===== src/rtl/uart_cmd_assembler.sv =====
`default_nettype none
// ============================================================================
//  Module   : uart_cmd_assembler
//  Purpose  : Packs NUM_BYTES consecutive UART bytes into one command word
//             (first byte in the MSBs) and hands it to the command processor
//             through a cmd_rdy / clr_cmd_rdy handshake. An inter-byte timeout
//             throws away partial frames so one lost byte cannot shift every
//             later command out of alignment.
//  Ports    :
//    clk          in   system clock, rising edge
//    rst_n        in   asynchronous active-low reset
//    rx_rdy       in   receiver holds a valid byte
//    rx_data      in   [7:0] byte from the receiver
//    clr_rdy      out  byte-consumed acknowledge (mirrors rx_rdy)
//    cmd          out  [8*NUM_BYTES-1:0] assembled command, byte 0 in MSBs
//    cmd_rdy      out  cmd holds a complete, unconsumed command
//    clr_cmd_rdy  in   consumer acknowledges cmd
//    busy         out  partial frame in progress
//    overrun      out  sticky: command completed while previous unconsumed
//    frame_err    out  one-cycle pulse when a partial frame times out
//  Revision : 1.0  initial release
// ============================================================================
module uart_cmd_assembler #(
  parameter int NUM_BYTES = 3,
  parameter int TIMEOUT   = 50000
) (
  input  logic                   clk,
  input  logic                   rst_n,
  input  logic                   rx_rdy,
  input  logic [7:0]             rx_data,
  output logic                   clr_rdy,
  output logic [8*NUM_BYTES-1:0] cmd,
  output logic                   cmd_rdy,
  input  logic                   clr_cmd_rdy,
  output logic                   busy,
  output logic                   overrun,
  output logic                   frame_err
);

  localparam int CMD_W  = 8 * NUM_BYTES;
  localparam int PART_W = CMD_W - 8;
  localparam int TCNT_W = $clog2(TIMEOUT);
  localparam int BCNT_W = $clog2(NUM_BYTES);

  localparam logic [TCNT_W-1:0] C_TCNT_MAX  = TCNT_W'(TIMEOUT - 1);
  localparam logic [BCNT_W-1:0] C_LAST_BYTE = BCNT_W'(NUM_BYTES - 1);
  localparam logic [BCNT_W-1:0] C_BCNT_ONE  = BCNT_W'(1);
  localparam logic [TCNT_W-1:0] C_TCNT_ONE  = TCNT_W'(1);

  typedef enum logic [0:0] {
    ST_IDLE    = 1'b0,
    ST_COLLECT = 1'b1
  } state_t;

  state_t              r_state,      w_state_nxt;
  logic [BCNT_W-1:0]   r_byte_cnt,   w_byte_cnt_nxt;
  logic [TCNT_W-1:0]   r_tcnt,       w_tcnt_nxt;
  logic [PART_W-1:0]   r_partial,    w_partial_nxt;
  logic [CMD_W-1:0]    r_cmd,        w_cmd_nxt;
  logic                r_cmd_rdy,    w_cmd_rdy_nxt;
  logic                r_overrun,    w_overrun_nxt;
  logic                w_complete;
  logic                w_timeout;
  logic                w_ovr_evt;

  // The block never back-pressures the receiver: every offered byte is
  // consumed on the edge it is seen.
  assign clr_rdy   = rx_rdy;
  assign cmd       = r_cmd;
  assign cmd_rdy   = r_cmd_rdy;
  assign overrun   = r_overrun;
  assign busy      = (r_state == ST_COLLECT);
  // Combinational so that a byte arriving in the final allowed cycle
  // suppresses the error in that same cycle.
  assign frame_err = w_timeout;

  always_ff @(posedge clk or negedge rst_n) begin
    if (!rst_n) begin
      r_state    <= ST_IDLE;
      r_byte_cnt <= '0;
      r_tcnt     <= '0;
      r_partial  <= '0;
      r_cmd      <= '0;
      r_cmd_rdy  <= 1'b0;
      r_overrun  <= 1'b0;
    end else begin
      r_state    <= w_state_nxt;
      r_byte_cnt <= w_byte_cnt_nxt;
      r_tcnt     <= w_tcnt_nxt;
      r_partial  <= w_partial_nxt;
      r_cmd      <= w_cmd_nxt;
      r_cmd_rdy  <= w_cmd_rdy_nxt;
      r_overrun  <= w_overrun_nxt;
    end
  end

  always_comb begin
    w_state_nxt    = r_state;
    w_byte_cnt_nxt = r_byte_cnt;
    w_tcnt_nxt     = r_tcnt;
    w_partial_nxt  = r_partial;
    w_cmd_nxt      = r_cmd;
    w_complete     = 1'b0;
    w_timeout      = 1'b0;

    case (r_state)
      ST_IDLE: begin
        w_tcnt_nxt = '0;
        if (rx_rdy) begin
          // First byte of a frame: start the partial word fresh so stale
          // bytes from an abandoned frame can never leak through.
          w_partial_nxt  = PART_W'(rx_data);
          w_byte_cnt_nxt = C_BCNT_ONE;
          w_state_nxt    = ST_COLLECT;
        end
      end
      ST_COLLECT: begin
        if (rx_rdy) begin
          w_tcnt_nxt = '0;
          if (r_byte_cnt == C_LAST_BYTE) begin
            w_complete     = 1'b1;
            w_cmd_nxt      = {r_partial, rx_data};
            w_byte_cnt_nxt = '0;
            w_state_nxt    = ST_IDLE;
          end else begin
            // Oldest byte drifts toward the MSBs; truncation drops nothing
            // because the register only ever holds NUM_BYTES-1 bytes.
            w_partial_nxt  = PART_W'({r_partial, rx_data});
            w_byte_cnt_nxt = r_byte_cnt + C_BCNT_ONE;
          end
        end else if (r_tcnt == C_TCNT_MAX) begin
          w_timeout      = 1'b1;
          w_tcnt_nxt     = '0;
          w_byte_cnt_nxt = '0;
          w_state_nxt    = ST_IDLE;
        end else begin
          w_tcnt_nxt = r_tcnt + C_TCNT_ONE;
        end
      end
      default: begin
        w_state_nxt    = ST_IDLE;
        w_byte_cnt_nxt = '0;
        w_tcnt_nxt     = '0;
      end
    endcase
  end

  // A completion takes priority over an acknowledge in the same cycle, and
  // that acknowledge also means the consumer saw the previous word, so it is
  // not an overrun.
  assign w_ovr_evt = w_complete & r_cmd_rdy & ~clr_cmd_rdy;

  always_comb begin
    w_cmd_rdy_nxt = r_cmd_rdy;
    w_overrun_nxt = r_overrun;
    if (w_complete) begin
      w_cmd_rdy_nxt = 1'b1;
    end else if (clr_cmd_rdy) begin
      w_cmd_rdy_nxt = 1'b0;
    end
    if (w_ovr_evt) begin
      w_overrun_nxt = 1'b1;
    end else if (clr_cmd_rdy) begin
      w_overrun_nxt = 1'b0;
    end
  end

endmodule
`default_nettype wire


===== config.mk =====
export PLATFORM = sky130hd
export DESIGN_NAME = uart_cmd_assembler
export DESIGN_NICKNAME = d
export VERILOG_FILES = /design/src/rtl/uart_cmd_assembler.sv
export SDC_FILE = /design/constraint.sdc
export NUM_CORES = 1
export LEC_CHECK = 0
export CAP_MARGIN = 15
export CORE_UTILIZATION = 30
export DETAILED_ROUTE_END_ITERATION = 12
export GPL_TIMING_DRIVEN = 0
export PLACE_DENSITY = 0.49
export SYNTH_ARGS = -nofsm -noshare
export SYNTH_HDL_FRONTEND = slang
export SYNTH_SLANG_ARGS = --single-unit

===== constraint.sdc =====
create_clock -name clk -period 1.8 [get_ports clk]
set_input_delay 0.36 -clock clk [delete_from_list [all_inputs] [get_ports clk]]
set_output_delay 0.36 -clock clk [all_outputs]
set_load 0.05 [all_outputs]

==> impl_metrics.ini <==
[synthesis]
syn_avg_cell_area_um2 = 11.9
yosysTopAreaCell = dfrtp_1
ys_types = 30
synth_nets = 225
yosys-top-cells-area = dfrtp_1, mux2_2, xnor2_1, nand2_1, nor2_1
syn_inst = 212
synth_seq_area_share_pct = 60.4
ys_warn_count = 0
synth_area_mm2 = 0.00253
yosysTopAreaCellShare_pct = 60.4
ys_ff_latch = 61

[route]
highest_layer = met4
dr_wl_met2_um = 2390
viasPerCell = 4.58
vias = 1762
drc = 2
drtIter0Drc = 44
drt_wl_total_um = 5140
wl_met3_um = 306
dr.pass1.iters = 8
drt-met1-wl_um = 2380
wire_per_inst_um = 13.4
postRouteAntennaNets = 0

[placement]
place_inst = 356
place.gp.congestion = 0.729
hpwl_um = 3290
io_buffers = 39

[grt]
grt_overflow_total = 0
grt_pass1_wl_um = 8730
grt_max_degree = 62
first_global_vias = 1791
antenna_found_initial = 0
grtUsageTotal_pct = 13.2

[power_and_ir_drop]
p_per_area_mw_per_mm2 = 1390
leakagePower_nw = 1.49
ir_drop_uv = 809
finalPower_w = 0.00463

[run_status]
status = finished with violations
failed_checks = design-rule violations, negative setup slack

[timing]
worstMarginPinSlew_ps = 768
setup_viol = 1
skew_ps = 16.8
rsz0062_at_grt = yes
fmax_mhz = 501
finalSetupTns_ps = -197
maxSlewHeadroom_pct = 48.8
drv_slew = 0
setup_slack_ps = -197
period_needed_ps = 2000
finalHoldViolations = 0
whs_ps = 91.8
fin_crit_sh_pct = 111

[final_layout]
final_util_pct = 40.7
nFillCells = 832
fin_cells = 385
num_antenna_cells = 0
area_growth_pct = 31.5
nets = 288
drive_above_1_share_pct = 29.3

[critical_path]
arrival_ps = 1640
setup.worst_path.end_class = output pin
criticalPathCategory = flop to output pin
cp-start-kind = flop
reg2reg_slack_ps = 110
cp.required_ps = 1440
worstReg2RegStart = r_tcnt[12]
crit_fanout = 3
r2r-end = r_tcnt[13]
r2r_cells = 7

[cts]
cts_sinks = 61
cts-htree-levels = 3
clock-root-buffer = clkbuf_8
cts.clk_slew.worst_paths_ps = 80
tritoncts = done
clk_latency_ps = 340
numCtsBuffers = 9
cts-hold-fix-buffers = 0
cts_buffer_depth = 2

[floorplanning]
initial_core_util_pct = 30.9
ioPinCount = 41
rows = 33
die-area_mm2 = 0.00880
design.core.area_mm2 = 0.00818
die_w_um = 93.8
die_h_um = 93.8

[run]
cap_viol_max_count = 0

[hold_path]
hp-class = primary input to asynchronous set/reset pin
-- flip-flops by register name (all words and copies together), names as in the netlist --
name and flops:
r_tcnt 16, r_byte_cnt 2, overrun 1, busy 1, cmd_rdy 1, r_partial 16
cmd 24
-- worst max-delay path by stage --
stage,depth (start not counted),slack [ps],end,startpoint
after floorplan,4,2,frame_err,r_tcnt[0]
after global placement,1,-2000,busy,rst_n
after detailed placement,5,-680,frame_err,r_tcnt[0]
after CTS,5,-270,frame_err,r_tcnt[12]
after global routing,5,-290,frame_err,r_tcnt[12]
final,5,-200,frame_err,r_tcnt[12]
-- synth_stat cells, drive strengths merged --
cell and count:
and4bb 1, inv 5, nand2b 1, or3 2, xnor2 11, mux2 32
and3 1, nand4b 1, nand3 5, nand3b 2, buf 6, nor4 2
nor2 22, clkbuf 3, nand4 6, o22ai 1, nor4bb 1, o21ai 12
nor2b 1, ha 1, a21oi 1, nor4b 1, nand2 24, or2 1
dfrtp 61, nor3 6, xor2 2
-- cell families after synthesis --
group	after synthesis	share of synthesized area [%]
adder cells (fa/ha/maj)	1	0.495
flip-flops	61	60.4
multiplexers	32	14.3
AND/OR/NAND/NOR	77	15.0
XOR/XNOR	13	4.50
AO/OA/AOI/OAI	14	2.82
buffers and inverters	14	2.52
-- metal layers --
layer	up-vias	GRT usage [%]
met5	-	0
met4	0	6.15
met3	8	4.05
met2	48	20.4
met1	857	16.8
li1	849	-
-- worst max-delay path, stage by stage, from the launching register on --
cell and delay, ps:
dfrtp_1 400, nor4bb_1 290, nand4_1 140, buf_6 150
nor3_4 140, buf_6 180
-- area by class of cell --
class	instances	area [µm²]	area share, %
sequential	61	1530	46.1
clock buffer	12	145	4.37
tap	105	131	3.95
multi-input combinational	137	963	29.0
buffer	8	43.8	1.32
timing repair buffer	53	464	14.0
clock inverter	4	25.0	0.753
inverter	5	18.8	0.565
-- report_power, final --
part | internal (W) | switching (W) | total, W | leakage, nW
clock network | 0.000533 | 0.000533 | 0.00107 | 0.0824
registers | 0.00170 | 0.000169 | 0.00187 | 0.773
logic | 0.000511 | 0.00119 | 0.00170 | 0.636
total | 0.00274 | 0.00189 | 0.00463 | 1.49
-- stage by stage --
stage               cell area [µm²]  setup slack (ps)
floorplan                      2550              1.66
global placement               3070             -2000
detailed placement             3070              -675
CTS                            3290              -273
global route                   3320              -295
finish                         3320              -197
-- timing repair --
action | in CTS | in global routing
gates resized for setup | 37 | 4
buffers inserted | 11 | 3
pin swaps | 4 | 2
endpoints found under the setup margin | 38 | 1
-- placed cells by master (no fill, tap or decap), types with 3 or more instances in the layout --
cell,count
nor2_1,22
dlygate4sd2_1,27
xnor2_1,11
clkdlybuf4s50_1,10
clkbuf_8,10
buf_2,4
nor3_1,5
nand4_1,6
dfrtp_1,56
buf_4,15
nand2_1,24
mux2_2,32
o21ai_0,12
clkbuf_1,3
nand3_1,5
dfrtp_2,5
inv_1,5
Power figures use the tool's default switching activity.
